<file path="config.mk">
export PLATFORM = sky130hd
export DESIGN_NAME = freelist_bank_flat
export DESIGN_NICKNAME = d
export VERILOG_FILES = /design/src/rtl/freelist_bank_if.sv /design/src/rtl/freelist_bank.sv /design/src/flat_wrapper.sv
export SDC_FILE = /design/constraint.sdc
export NUM_CORES = 2
export LEC_CHECK = 0
export BUFFER_PORTS_ARGS = -buffer_cell sky130_fd_sc_hd__clkbuf_2
export CORE_AREA = 2 2 241 243
export CTS_BUF_LIST = sky130_fd_sc_hd__clkbuf_4
export DETAILED_ROUTE_END_ITERATION = 12
export DIE_AREA = 0 0 243 245
export PLACE_DENSITY = 0.71
export SLEW_MARGIN = 15
export SYNTH_ARGS = -nofsm -noshare
export SYNTH_HDL_FRONTEND = slang
export SYNTH_SLANG_ARGS = --single-unit
</file>
<file path="constraint.sdc">
create_clock -name clk -period 25.4 [get_ports clk]
set_input_delay 2.54 -clock clk [delete_from_list [all_inputs] [get_ports clk]]
set_output_delay 2.54 -clock clk [all_outputs]
set_load 0.05 [all_outputs]
</file>
<file path="src/rtl/freelist_bank_if.sv">
// Rename/retire-side bundle for the free-list bank: allocation requests from rename,
// pointer-block state, retire writebacks, and the bank's registered allocation results.
interface freelist_bank_if #(
    parameter int PR_W = 7
);
    logic            flush_stage4;
    logic            stage4_pause;
    logic [1:0]      alloc_req;
    logic [PR_W-1:0] rd_ptr;
    logic [PR_W-1:0] freelist_room;
    logic [1:0]      free_valid;
    logic [PR_W-1:0] free_pr0;
    logic [PR_W-1:0] free_pr1;
    logic [1:0]      PR_num_need;
    logic [1:0]      PR_num_wrback;
    logic            alloc_stall;
    logic [1:0]      alloc_valid;
    logic [PR_W-1:0] alloc_pr0;
    logic [PR_W-1:0] alloc_pr1;
    logic            overflow_err;

    modport slave (
        input  flush_stage4, stage4_pause, alloc_req, rd_ptr, freelist_room,
               free_valid, free_pr0, free_pr1,
        output PR_num_need, PR_num_wrback, alloc_stall, alloc_valid,
               alloc_pr0, alloc_pr1, overflow_err
    );

    modport master (
        output flush_stage4, stage4_pause, alloc_req, rd_ptr, freelist_room,
               free_valid, free_pr0, free_pr1,
        input  PR_num_need, PR_num_wrback, alloc_stall, alloc_valid,
               alloc_pr0, alloc_pr1, overflow_err
    );
endinterface

</file>
<file path="src/rtl/freelist_bank.sv">
// Circular buffer of free physical-register IDs for the 2-wide rename stage:
// pops up to two PRs per cycle for rename, accepts up to two freed PRs per cycle from retire.
module freelist_bank #(
    parameter int PR_W   = 7,
    parameter int DEPTH  = 64,
    parameter int AR_NUM = 32
) (
    input logic           clk,
    input logic           rst,
    freelist_bank_if.slave bus
);
    localparam int AW = PR_W - 1;

    logic [PR_W-1:0] mem_q [DEPTH];
    logic [PR_W-1:0] wr_idx_q;
    logic [1:0]      alloc_valid_q;
    logic [PR_W-1:0] alloc_pr0_q, alloc_pr1_q;
    logic            overflow_q;

    logic [1:0]      need, nwb;
    logic            stall;
    logic [AW-1:0]   rd_a0, rd_a1, wr_a0, wr_a1;
    logic [PR_W-1:0] lk0, lk1, wdat0;
    logic [PR_W:0]   room_after;
    logic            ovf_now;

    always_comb begin
        need  = {1'b0, bus.alloc_req[0]} + {1'b0, bus.alloc_req[1]};
        nwb   = {1'b0, bus.free_valid[0]} + {1'b0, bus.free_valid[1]};
        stall = (PR_W'(need) > bus.freelist_room) && !bus.flush_stage4;
        // Lanes are compacted: lane1 reads past lane0 only when lane0 also requests.
        rd_a0 = bus.rd_ptr[AW-1:0];
        rd_a1 = rd_a0 + AW'(bus.alloc_req[0]);
        lk0   = mem_q[rd_a0];
        lk1   = mem_q[rd_a1];
        wr_a0 = wr_idx_q[AW-1:0];
        wr_a1 = wr_a0 + AW'(1);
        wdat0 = bus.free_valid[0] ? bus.free_pr0 : bus.free_pr1;
        room_after = {1'b0, bus.freelist_room} + (PR_W+1)'(nwb);
        ovf_now    = room_after > (PR_W+1)'(DEPTH);
    end

    assign bus.PR_num_need   = (bus.flush_stage4 || bus.stage4_pause || stall) ? 2'd0 : need;
    assign bus.PR_num_wrback = nwb;
    assign bus.alloc_stall   = stall;
    assign bus.alloc_valid   = alloc_valid_q;
    assign bus.alloc_pr0     = alloc_pr0_q;
    assign bus.alloc_pr1     = alloc_pr1_q;
    assign bus.overflow_err  = overflow_q;

    always_ff @(posedge clk or posedge rst) begin
        if (rst) begin
            alloc_valid_q <= 2'b00;
            alloc_pr0_q   <= '0;
            alloc_pr1_q   <= '0;
        end else if (bus.flush_stage4) begin
            alloc_valid_q <= 2'b00;
        end else if (!bus.stage4_pause) begin
            if (stall) begin
                alloc_valid_q <= 2'b00;
            end else begin
                alloc_valid_q <= bus.alloc_req;
                alloc_pr0_q   <= lk0;
                alloc_pr1_q   <= lk1;
            end
        end
    end

    // Retire writeback is independent of flush/pause; overflow is flagged but the write still lands.
    always_ff @(posedge clk or posedge rst) begin
        if (rst) begin
            for (int i = 0; i < DEPTH; i++) mem_q[i] <= PR_W'(AR_NUM + i);
            wr_idx_q   <= PR_W'(DEPTH);
            overflow_q <= 1'b0;
        end else begin
            if (|bus.free_valid) mem_q[wr_a0] <= wdat0;
            if (&bus.free_valid) mem_q[wr_a1] <= bus.free_pr1;
            wr_idx_q <= wr_idx_q + PR_W'(nwb);
            if (ovf_now) overflow_q <= 1'b1;
        end
    end
endmodule

</file>
<file path="src/flat_wrapper.sv">
// flat-port wrapper written by rule: the top's interface ports become plain ports
module freelist_bank_flat 
#(
    parameter int PR_W   = 7,
    parameter int DEPTH  = 64,
    parameter int AR_NUM = 32
)
  (clk, rst, bus_flush_stage4, bus_stage4_pause, bus_alloc_req, bus_rd_ptr, bus_freelist_room, bus_free_valid, bus_free_pr0, bus_free_pr1, bus_PR_num_need, bus_PR_num_wrback, bus_alloc_stall, bus_alloc_valid, bus_alloc_pr0, bus_alloc_pr1, bus_overflow_err);
  freelist_bank_if #(.PR_W(PR_W)) bus_i ();
  input logic clk;
  input logic rst;
  input wire logic [$bits(bus_i.flush_stage4)-1:0] bus_flush_stage4;
  input wire logic [$bits(bus_i.stage4_pause)-1:0] bus_stage4_pause;
  input wire logic [$bits(bus_i.alloc_req)-1:0] bus_alloc_req;
  input wire logic [$bits(bus_i.rd_ptr)-1:0] bus_rd_ptr;
  input wire logic [$bits(bus_i.freelist_room)-1:0] bus_freelist_room;
  input wire logic [$bits(bus_i.free_valid)-1:0] bus_free_valid;
  input wire logic [$bits(bus_i.free_pr0)-1:0] bus_free_pr0;
  input wire logic [$bits(bus_i.free_pr1)-1:0] bus_free_pr1;
  output wire logic [$bits(bus_i.PR_num_need)-1:0] bus_PR_num_need;
  output wire logic [$bits(bus_i.PR_num_wrback)-1:0] bus_PR_num_wrback;
  output wire logic [$bits(bus_i.alloc_stall)-1:0] bus_alloc_stall;
  output wire logic [$bits(bus_i.alloc_valid)-1:0] bus_alloc_valid;
  output wire logic [$bits(bus_i.alloc_pr0)-1:0] bus_alloc_pr0;
  output wire logic [$bits(bus_i.alloc_pr1)-1:0] bus_alloc_pr1;
  output wire logic [$bits(bus_i.overflow_err)-1:0] bus_overflow_err;
  assign bus_i.flush_stage4 = bus_flush_stage4;
  assign bus_i.stage4_pause = bus_stage4_pause;
  assign bus_i.alloc_req = bus_alloc_req;
  assign bus_i.rd_ptr = bus_rd_ptr;
  assign bus_i.freelist_room = bus_freelist_room;
  assign bus_i.free_valid = bus_free_valid;
  assign bus_i.free_pr0 = bus_free_pr0;
  assign bus_i.free_pr1 = bus_free_pr1;
  assign bus_PR_num_need = bus_i.PR_num_need;
  assign bus_PR_num_wrback = bus_i.PR_num_wrback;
  assign bus_alloc_stall = bus_i.alloc_stall;
  assign bus_alloc_valid = bus_i.alloc_valid;
  assign bus_alloc_pr0 = bus_i.alloc_pr0;
  assign bus_alloc_pr1 = bus_i.alloc_pr1;
  assign bus_overflow_err = bus_i.overflow_err;
  freelist_bank #(.PR_W(PR_W), .DEPTH(DEPTH), .AR_NUM(AR_NUM)) u_core (.clk(clk), .rst(rst), .bus(bus_i));
endmodule
</file>
==> results.md <==
* Sw Share at 0.365
* P per Cell Area at 106 nW/um^2
* Run status: completed
* Combinational fraction of design power at 0.385
* Initial antenna violation count at 4
* Placed cells at 3,539
* Crit end category: primary output
* Synth unique cells at 67
* CTS tree: yes
* Die area at 59,500 sq um
* Routed wire length at 102,000 um
* Yosys reg bits at 471
* PostCTS Resize Cnt at 0
* Max Cap Viol at 0
* Site Rows at 88
* Peak Freq at 0.125 GHz
* Net switching power at 1.28 mW
* Area of the core at 57,000 sq um
* Top FF cell, synth: dfrtp_1
* Final non-filler cell area at 33,300 sq um
* TritonCTS Buffers at 131
* # nets final at 2,956
* Mapped Cells at 2,941
* Mapped Nets at 2,990
* Final Hold Viols at 0
* # Post-CTS Setup Buffers at 0
* Largest net degree at the start of global routing at 128
* Arrival time of the worst setup path at 5430 ps
* CP max FO at 21
* Yosys Warn Count at 0
* Leak at 13.4 nW
* Tot GR Track Use at 0.345
* Unrepaired setup endpoints after global routing: false
* Clk_skew at 70.7 ps
* Vias per cell at 6.69
* Antenna viol nets, final at 0
* First-pass DRT Iterations at 6
* Area Overhead vs Synth at 7.43%
* Internal power at 2.23 mW
* Register area share after synthesis at 0.389
* I/O Buffers at 56
* Die height at 245 um
* DR WL/cell at 26.9 um
* Setup TNS Final at 0 ps
* Pins Over Slew Limit at 0
* Fin Hold WS at 497 ps
* Post-synth EDFFs at 0
* Starting Density at 0.543
* Mean post-synth cell area at 10.5 sq um
* Bufs on Longest Clock Path at 3
* Measured slew at the worst slew-check pin at 1430 ps
* Worst EP required at 22,860 ps
* First-pass GRT wire length at 154,000 um
* Skew-Pair Late Insertion Delay at 1020 ps
* Crit Path Category: in2out
* Die W at 243 um
* Fin crit share at 0.314
* Routability Congestion at 0.979
* Final-layout fill cell count at 4,836
* Detail Placement HPWL at 63,500 um
* Max VDD drop at 74.9 uV
* Ys async rst share at 1.00
* Min cycle time layout at 7970 ps
* Mapped cell area at 31,000 sq um
* CTS root buf: clkbuf_4
* H-tree depth at 4
* Vias in the first global route at 24,800
* Share of total power in sequential cells at 0.404
* IO Pins at 58
* Clock power frac at 0.211
* Worst relative slew slack at 0.0459
* Non-Filler Instances at 3,780
* DRT iter0 DRCs at 2,942
* Vias at 25,300
* Clock sink count at 471
* Post-DP Area at 31,500 sq um
* CP startpoint kind: primary input
* Hold Path Class: reg2reg
* Gr ovfl total at 0
* Final setup vio count at 0
* Drc violations at 0
* Fin util at 0.584
* CTS hold repair buffers at 0
* Share of cells above drive strength 1 at 0.416
* Clock slew at reported path FFs at 70 ps
-- power groups by stage --
stage	combinational, mW	clock, mW	sequential [mW]
detailed placement	1.32	0	1.41
global placement	1.26	0	1.38
global route	1.46	0.798	1.45
finish	1.35	0.742	1.42
floorplan	1.03	0	1.33
CTS	1.33	0.753	1.40
-- synthesized netlist by cell type, types with 13 or more instances --
master	count	area, sq um
buf_4	17	128
dfstp_2	224	5890
and2_1	19	119
dfrtp_1	247	6180
nor2b_1	22	138
mux4_2	228	5130
a211oi_1	22	165
nand2_1	524	1970
a21oi_1	119	596
buf_2	47	235
mux2_2	415	4670
nor3_1	15	75.1
mux2i_1	48	480
clkbuf_1	189	709
nor2_2	34	213
nand2b_1	16	100
o21ai_0	402	2010
ha_1	13	163
nand3_1	27	135
o22ai_1	15	93.8
nor2_1	141	529
-- cells by family (layout without fill, tap and decap cells) --
kind of cell / after synthesis / count (layout) / synth area share
simple gates: 843 / 843 / 0.117
other cells: 0 / 2 / 0
compound gates: 629 / 629 / 0.112
xor+xnor: 16 / 16 / 0.00501
fa+ha+maj: 13 / 13 / 0.00525
flops: 471 / 471 / 0.389
mux: 691 / 691 / 0.332
buf+inv: 278 / 350 / 0.0398
-- cells in the final DEF, fill, tap and decap left out, drive strengths merged, types with 13 or more instances in the layout --
master and instances:
nor3 20, clkinv 22, ha 13, a21oi 119
o21ai 403, clkbuf 262, mux2 415, nand3 27
buf 47, o22ai 15, inv 15, nand2b 16
a211oi 22, mux4 228, dfrtp 247, and2 22
mux2i 48, nand2 525, dfstp 224, nor2b 22
nor2 175
-- critical path: stages --
cell      delay, ps
clkbuf_2        120
ha_1            290
inv_1           180
ha_1            190
nor2b_1          50
o211ai_1        410
nand2_1         730
nor2_1          550
clkbuf_2        360
-- path summary, 6_finish.rpt --
check / from / end / slack, ps / cells after the start
worst max-delay path: bus_alloc_req[0] / bus_PR_num_need[0] / 17430 / 9
worst min-delay path: u_core.bus.overflow_err$_DFFE_PP0N_ / u_core.bus.overflow_err$_DFFE_PP0N_ / 500 / 2
worst max register to register: u_core.wr_idx_q[0]$_DFF_PP0_ / u_core.mem_q[61]$_DFF_PP0_ / 21310 / 6
worst min register to register: u_core.bus.overflow_err$_DFFE_PP0N_ / u_core.bus.overflow_err$_DFFE_PP0N_ / 500 / 2
max in group asynchronous: rst / u_core.mem_q[82]$_DFF_PP0_ / 21150 / 4
min in group asynchronous: rst / u_core.mem_q[315]$_DFF_PP0_ / 1720 / 2
-- state kept, by name, indices dropped and copies added (netlist names) --
register,cells
u_core.bus.alloc_pr0,7
u_core.bus.alloc_valid,2
u_core.bus.overflow_err,1
u_core.bus.alloc_pr1,7
u_core.wr_idx_q,6
u_core.mem_q,448
-- metal layers --
layer | vias to the layer above | GRT usage | share of wire
li1 | 10700 | - | -
met1 | 12600 | 0.451 | 0.37
met2 | 1643 | 0.532 | 0.46
met3 | 319 | 0.105 | 0.12
met4 | 4 | 0.160 | 0.044
met5 | - | 0 | 0.00023
-- through the flow --
step / total power, mW / setup WS [ps]
finish: 3.51 / 17430
global route: 3.71 / 17370
CTS: 3.49 / 17520
detailed placement: 2.74 / 17530
global placement: 2.64 / 17520
floorplan: 2.37 / 10090
-- layout make-up --
type                            instances  area (sq um)  area share
Clock buffer                          207          1550      0.0467
Tap cell                              765           957      0.0288
Clock inverter                         32           204     0.00613
Sequential cell                       471         12100       0.362
Timing Repair Buffer                  102           637      0.0191
Multi-Input combinational cell       2192         17800       0.535
Inverter                                9          41.3     0.00124
Antenna cell                            2          5.00    0.000150
No activity file was read; power rests on OpenSTA's default activity.
